<file path="src/rtl/weight_bank.sv">
// ============================================================================
// weight_bank: synaptic weight store with LFSR fill, host writes, saturating
// learning updates, registered reads and a flattened parallel weight bus.
// Revision: 1.0
// ============================================================================
`default_nettype none

module weight_bank #(
  parameter int          NUM_SYNAPSES = 100,
  parameter int          WIDTH_P      = 8,
  parameter logic [15:0] LFSR_SEED    = 16'hACE1,
  localparam int         ADDR_W       = $clog2(NUM_SYNAPSES)
) (
  input  logic                            clk_i,
  input  logic                            rst_i,
  input  logic                            fill_start_i,
  input  logic [15:0]                     seed_i,
  output logic                            busy_o,
  output logic                            fill_done_o,
  input  logic                            wr_valid_i,
  output logic                            wr_ready_o,
  input  logic [ADDR_W-1:0]               wr_addr_i,
  input  logic [WIDTH_P-1:0]              wr_data_i,
  input  logic                            upd_valid_i,
  output logic                            upd_ready_o,
  input  logic [ADDR_W-1:0]               upd_addr_i,
  input  logic [WIDTH_P-1:0]              upd_delta_i,
  input  logic [ADDR_W-1:0]               rd_addr_i,
  output logic [WIDTH_P-1:0]              rd_data_o,
  output logic [NUM_SYNAPSES*WIDTH_P-1:0] weights_o
);

  localparam logic [ADDR_W:0]   C_NUM  = (ADDR_W+1)'(NUM_SYNAPSES);
  localparam logic [ADDR_W-1:0] C_LAST = ADDR_W'(NUM_SYNAPSES - 1);
  localparam logic [15:0]       C_TAPS = 16'hB400;

  typedef enum logic [1:0] {S_IDLE = 2'd0, S_FILL = 2'd1, S_READY = 2'd2} state_e;

  state_e             state_q;
  logic [15:0]        lfsr_q;
  logic [15:0]        lfsr_d;
  logic [ADDR_W-1:0]  fill_addr_q;
  logic [WIDTH_P-1:0] rd_data_q;
  logic               fill_done_q;
  logic [WIDTH_P-1:0] weight_q [NUM_SYNAPSES];

  logic                      wr_fire, upd_fire;
  logic                      wr_in_range, upd_in_range, rd_in_range;
  logic [WIDTH_P-1:0]        upd_cur;
  logic signed [WIDTH_P+1:0] upd_sum;
  logic [WIDTH_P-1:0]        upd_clamped;

  assign lfsr_d = {1'b0, lfsr_q[15:1]} ^ (lfsr_q[0] ? C_TAPS : 16'h0000);

  assign busy_o      = (state_q == S_FILL);
  assign wr_ready_o  = !busy_o;
  assign upd_ready_o = !busy_o && !wr_valid_i;
  assign wr_fire     = wr_valid_i && wr_ready_o;
  assign upd_fire    = upd_valid_i && upd_ready_o;

  assign wr_in_range  = ({1'b0, wr_addr_i}  < C_NUM);
  assign upd_in_range = ({1'b0, upd_addr_i} < C_NUM);
  assign rd_in_range  = ({1'b0, rd_addr_i}  < C_NUM);

  // Two guard bits hold both the unsigned weight and the sign of the delta.
  assign upd_cur = upd_in_range ? weight_q[upd_addr_i] : '0;
  assign upd_sum = $signed({2'b00, upd_cur})
                 + $signed({{2{upd_delta_i[WIDTH_P-1]}}, upd_delta_i});

  always_comb begin
    upd_clamped = upd_sum[WIDTH_P-1:0];
    if (upd_sum[WIDTH_P+1]) begin
      upd_clamped = '0;
    end else if (upd_sum[WIDTH_P]) begin
      upd_clamped = '1;
    end
  end

  always_ff @(posedge clk_i) begin
    if (rst_i) begin
      state_q     <= S_IDLE;
      lfsr_q      <= LFSR_SEED;
      fill_addr_q <= '0;
      rd_data_q   <= '0;
      fill_done_q <= 1'b0;
      for (int i = 0; i < NUM_SYNAPSES; i++) begin
        weight_q[i] <= '0;
      end
    end else begin
      fill_done_q <= 1'b0;
      rd_data_q   <= rd_in_range ? weight_q[rd_addr_i] : '0;

      case (state_q)
        S_FILL: begin
          lfsr_q                <= lfsr_d;
          weight_q[fill_addr_q] <= lfsr_d[WIDTH_P-1:0];
          fill_addr_q           <= fill_addr_q + ADDR_W'(1);
          if (fill_addr_q == C_LAST) begin
            state_q     <= S_READY;
            fill_done_q <= 1'b1;
            fill_addr_q <= '0;
          end
        end
        default: begin
          if (fill_start_i) begin
            lfsr_q      <= (seed_i == 16'h0000) ? LFSR_SEED : seed_i;
            fill_addr_q <= '0;
            state_q     <= S_FILL;
          end
        end
      endcase

      // Handshakes are exclusive and both are blocked during a fill.
      if (wr_fire && wr_in_range) begin
        weight_q[wr_addr_i] <= wr_data_i;
      end else if (upd_fire && upd_in_range) begin
        weight_q[upd_addr_i] <= upd_clamped;
      end
    end
  end

  assign rd_data_o   = rd_data_q;
  assign fill_done_o = fill_done_q;

  for (genvar gi = 0; gi < NUM_SYNAPSES; gi++) begin : g_flat
    assign weights_o[gi*WIDTH_P +: WIDTH_P] = weight_q[gi];
  end

endmodule

`default_nettype wire
</file>
<file path="config.mk">
export PLATFORM = sky130hd
export DESIGN_NAME = weight_bank
export DESIGN_NICKNAME = d
export VERILOG_FILES = /design/src/rtl/weight_bank.sv
export SDC_FILE = /design/constraint.sdc
export NUM_CORES = 2
export LEC_CHECK = 0
export CAP_MARGIN = 20
export CORE_AREA = 2 2 336 338
export CTS_BUF_LIST = sky130_fd_sc_hd__clkbuf_4
export DETAILED_ROUTE_END_ITERATION = 16
export DIE_AREA = 0 0 338 340
export PLACE_DENSITY = 0.66
export SETUP_SLACK_MARGIN = 0.4
export SYNTH_ARGS = -nofsm -noshare
export SYNTH_HDL_FRONTEND = slang
export SYNTH_SLANG_ARGS = --single-unit
</file>
<file path="constraint.sdc">
create_clock -name clk_i -period 7.25 [get_ports clk_i]
set_input_delay 2.175 -clock clk_i [delete_from_list [all_inputs] [get_ports clk_i]]
set_output_delay 2.175 -clock clk_i [all_outputs]
set_load 0.02 [all_outputs]
</file>
Word level (Yosys, flattened, before mapping)
Memory sizes are Yosys's and may differ from the RTL's. A register that Yosys moved wholly into a read port is not among the register bits.
Cells that the tools add are included.
{"block": "op_classes", "add_sub_neg": 2, "magnitude_cmp": 3, "n_eq_ne": 3, "n_mux": 35, "n_bitwise": 3, "reduce_logical": 15}
{"op": "$mux W16", "n": 4}
{"op": "$mux W8", "n": 6}
{"op": "$mux W7", "n": 6}
{"op": "$reduce_or A8 Y1", "n": 3}
{"op": "$lt A7 B7 Y1 const B", "n": 3}
{"op": "$logic_not A16 Y1", "n": 1}
{"op": "$mux W1", "n": 16}
{"op": "$xor A15 B16 Y16", "n": 1}
{"op": "$add A9 B8 Y10", "n": 1}
{"op": "$add A7 B1 Y7 const B", "n": 1}
{"op": "$eq A7 B7 Y1 const B", "n": 1}
{"op": "$mux W2", "n": 3}
{"op": "$logic_and A1 B1 Y1", "n": 5}
{"op": "$reduce_or A2 Y1", "n": 2}
{"op": "$eq A2 B1 Y1 const B", "n": 1}
{"op": "$logic_not A1 Y1", "n": 2}
{"op": "$ne A2 B1 Y1 const B", "n": 1}
{"op": "$not A1 Y1", "n": 2}
{"op": "$reduce_and A2 Y1", "n": 1}
{"op": "$reduce_bool A2 Y1", "n": 1}
{"block": "totals", "regBits": 26, "ramBits": 800, "inputBits": 58, "out_inout_bits": 812, "wordCells": 66, "n_memories": 1}
{"memory": "weight_q", "depth": 100, "word_bits": 8, "read_ports": 102, "rd_clocked_by_memory_dff": 1, "wr": 100, "line_no": "45", "source": "logic [WIDTH_P-1:0] weight_q [NUM_SYNAPSES];"}

Depth between registers and ports, before layout
{"block": "logic_depth", "depth_word": 11, "mapped_depth": 23, "mapped_depth_nobuf": 15}

Worst setup path after synthesis
OpenSTA, ideal clock, no wires.
{"block": "synth_path", "path_kind": "input-to-reg", "from": "input upd_addr_i[0]", "to": "memory weight_q[100][7] (data pin)", "setup_time_ns": 0.276, "arrival_time_ns": 6.399, "t_required_ns": 6.974, "setup_slack_ns": 0.575, "path_stages": 18, "n_path_buf": 6, "path_cell_list": "buf_4 buf_2 buf_2 mux4_2 mux4_2 a22oi_1 nand3_1 ha_1 or2_2 a21oi_1 a211oi_1 o21ba_2 clkbuf_1 a311oi_1 o31a_1 buf_2 clkbuf_1 inv_1"}
{"element": "start, declared", "line_no": "26", "source": "input logic [ADDR_W-1:0] upd_addr_i,"}
{"element": "end, declared", "line_no": "45"}

Worst setup path in the final report
{"block": "layout_path", "from": "input wr_valid_i", "to": "output upd_ready_o"}
{"block": "layout_via", "elab_chain_len": 2}
{"element": "start, declared", "line_no": "20", "source": "input logic wr_valid_i,"}
{"element": "$logic_not A1 Y1", "line_no": "57", "source": "assign upd_ready_o = !busy_o && !wr_valid_i;"}
{"element": "$logic_and A1 B1 Y1", "line_no": "57"}
{"element": "end, declared", "line_no": "25", "source": "output logic upd_ready_o,"}
Every way passes these cells.

==> metrics.md <==
| Metric | Value |
|---|---|
| Pwr/cell area | 207 mW/mm² |
| TNS Setup | 0 ps |
| Via count of the first global-routing pass | 38.4k |
| Post-DP HPWL | 171,000 µm |
| Setup skew after layout | 91.9 ps |
| Clk Tree Root Cell | sky130_fd_sc_hd__clkbuf_4 |
| Initial core utilization | 41.4% |
| Clock buffer count from CTS | 224 |
| Most common flop cell mapped by yosys | sky130_fd_sc_hd__edfxtp_1 |
| Count of buffers inserted at the top-level ports | 869 |
| Global routing usage summed across all routing layers | 38.6% |
| Vias/cell | 6.39 |
| Largest net degree at the start of global routing | 105 |
| Final total power | 12.5 mW |
| First-pass DRT Iterations | 6 |
| Maximum achievable frequency | 0.159 GHz |
| Worst min-delay path endpoint | state_q[1] |
| Post-Syn Nets | 3,648 |
| Die Y-Extent | 340 µm |
| Largest buffer count on any clock path | 3 |
| Count of final max-slew check failures | 0 |
| Post-route antenna net violation count | 0 |
| Endpoint of the lowest-slack register-to-register path | weight_q[34][2] |
| Standby leakage power | 22.3 nW |
| Path type of the worst min-delay path | reg -> reg |
| Post-synthesis sequential element count | 866 |
| Clock tree from TritonCTS | built |
| Number of flops mapped to enable cells by yosys | 832 |
| Detailed-route DRC error count | 0 |
| Area after detailed placement | 0.0578 mm² |
| Global-route wire length before repair | 307,000 µm |
| Clock sink total | 866 |
| Slew HR | 19.4% |
| Peak supply drop | 0.000115 V |
| Category of the worst setup path capture point | primary output |
| Unrepaired setup endpoints after global routing | false |
| Measured slew at the worst slew-check pin | 1210 ps |
| Post-synthesis async set-or-reset flop share | 0% |
| Post-layout nets | 4,668 |
| Post-CTS Hold Buffers | 0 |
| Area growth from synthesis to layout | 31.0% |
| Number of hold-slack violations in the final timing report | 0 |
| WL/cell | 36.2 µm |
| Number of instances in the synthesized netlist | 3,579 |
| Worst-path clk slew | 60 ps |
| Launching element type of the critical path | input port |
| Mean post-synth cell area | 12.9 µm² |
| Endpoints failing setup | 0 |
| Worst EP required | 5080 ps |
| Share of layout cells above drive strength 1 | 22.1% |
| Worst path arrival time | 4100 ps |
| Aggregate global routing overflow | 0 |
| Row cnt | 123 |
| CTS resizes | 0 |
| Number of warnings reported in the yosys synthesis log | 0 |
| Slack of the worst reg-to-reg path | 2270 ps |
| Depth of the worst register-to-register path | 16 |
| Top fanout value on the critical path | 6 |
| Number of setup buffers added after CTS | 0 |
| Library cells used by synthesis | 81 |
| Maximum Capacitance Violations | 0 |
| Worst flop-to-flop path startpoint | weight_q[5][6] |
| Class of the most critical setup path | in -> out |
| Full die area | 0.115 mm² |
| Gp weighted congestion | 1.04 |
| Clk_lat worst skew | 1230 ps |
| Boundary Pins | 870 |
| # fillers | 9,611 |
| Horizontal die dimension | 338 µm |
| Minimum clock period after layout | 6280 ps |
| Hold Startpoint | state_q[1] |
| Iter 0 DRT Violations | 6,130 |
| Area of the core | 0.112 mm² |
| Deepest level of the CTS H-tree | 4 |
| Number of antenna violations at the first check in global routing | 13 |
| Overall routed net length | 226,000 µm |
| Sequential area share after synthesis | 55.5% |
| Number of stages on the worst hold path | 2 |
| Synthesized area | 0.0462 mm² |
| Status | finished clean |
| Area of all placed cells without fillers | 0.0605 mm² |
| Vias post-DR | 40.0k |
| Final period util | 86.6% |
layout by cell type (no fill, tap or decap), types with 13 or more instances in the layout:
cell type,count
sky130_fd_sc_hd__inv_1,21
sky130_fd_sc_hd__clkdlybuf4s50_1,860
sky130_fd_sc_hd__o21ai_0,77
sky130_fd_sc_hd__a211oi_1,17
sky130_fd_sc_hd__clkinv_1,37
sky130_fd_sc_hd__nand2_1,225
sky130_fd_sc_hd__nand2_2,26
sky130_fd_sc_hd__mux2_2,80
sky130_fd_sc_hd__buf_12,51
sky130_fd_sc_hd__nand3_1,37
sky130_fd_sc_hd__clkbuf_4,316
sky130_fd_sc_hd__a22oi_1,67
sky130_fd_sc_hd__nor3_1,36
sky130_fd_sc_hd__a21oi_1,68
sky130_fd_sc_hd__a21boi_0,26
sky130_fd_sc_hd__a31oi_1,36
sky130_fd_sc_hd__o22ai_1,13
sky130_fd_sc_hd__o221ai_1,24
sky130_fd_sc_hd__mux2i_1,239
sky130_fd_sc_hd__mux4_2,316
sky130_fd_sc_hd__nand2b_1,16
sky130_fd_sc_hd__buf_4,168
sky130_fd_sc_hd__nor2_1,865
sky130_fd_sc_hd__dfxtp_1,34
sky130_fd_sc_hd__o211ai_1,15
sky130_fd_sc_hd__a221oi_1,25
sky130_fd_sc_hd__and3_1,13
sky130_fd_sc_hd__edfxtp_1,832
worst max-delay path, cell delays in order:
cell and delay (ps):
sky130_fd_sc_hd__clkdlybuf4s50_1 630, sky130_fd_sc_hd__nor2_1 570, sky130_fd_sc_hd__clkdlybuf4s50_1 720
synth_stat cells, drive strengths merged, types with 27 or more instances:
library cell,n,area (µm²)
a31oi,36,225
a21boi,27,214
mux2,80,901
clkbuf,142,533
a22oi,67,503
nand2,251,1010
nor2,876,3350
mux2i,239,2390
edfxtp,832,25000
dfxtp,34,681
nor3,42,246
a21oi,73,384
mux4,316,7120
o21ai,81,417
nand3,40,223
buf,152,772
sequential cells by signal, indices dropped and copies added (netlist names):
| signal | flops |
|---|---|
| weight_q | 832 |
| state_q | 2 |
| lfsr_q | 16 |
| fill_addr_q | 7 |
| fill_done_o | 1 |
| rd_data_o | 8 |
per-stage QoR:
stage	hold slack [ps]	util (%)	instances	worst slack, ps
final	473	54.3	6256	973
after global routing	508	54.2	6254	942
after CTS	475	54.2	6250	1050
after detailed placement	457	51.8	5873	159
after global placement	455	51.8	5871	65.1
after floorplan	440	-	3579	575
where the power goes:
group          internal, mW  switching [mW]  leakage, nW
clock                  2.04            2.17         1.62
combinational         0.925            1.48         11.9
sequential             5.66           0.240         8.83
kinds of logic after synthesis:
logic type / count (synthesis) / share of synthesized area, %
muxes: 635 / 22.5
and+or+nand+nor: 1305 / 11.8
DFF: 866 / 55.5
buffers and inverters: 317 / 3.02
adders and majority gates: 11 / 0.314
xor gates and xnor gates: 7 / 0.133
AOI/OAI and AO/OA: 438 / 6.64
how the worst max path moves through the flow:
stage	from	end	slack, ps	cells past startpoint
after global routing	upd_addr_i[0]	weight_q[18][6]	940	16
after detailed placement	upd_addr_i[0]	weight_q[100][2]	160	21
after floorplan	upd_addr_i[0]	weight_q[100][7]	570	18
final	wr_valid_i	upd_ready_o	970	3
after CTS	wr_valid_i	upd_ready_o	1050	3
after global placement	upd_addr_i[0]	weight_q[100][2]	70	18
final cells by class:
cell class                      count  area, µm²  share of cell area [%]
Sequential cell                   866      25700                    42.4
Multi-Input combinational cell   2396      19200                    31.7
Timing Repair Buffer             1088      11000                    18.2
Clock buffer                      316       2370                    3.92
Tap cell                         1500       1880                    3.10
Clock inverter                     61        319                   0.527
Inverter                           23       91.3                   0.151
Antenna cell                        6       15.0                  0.0248
layer usage:
metal  GRT usage, %  routed length [µm]  vias up  share of wire, %
li1               -                   -    15800                 -
met1           47.9               78500    20200                35
met2           61.6              106000     3359                47
met3           10.9               28600      618                13
met4           19.7               13600       10               6.0
met5              0                  66        -             0.029
No activity file was read; power rests on OpenSTA's default activity.
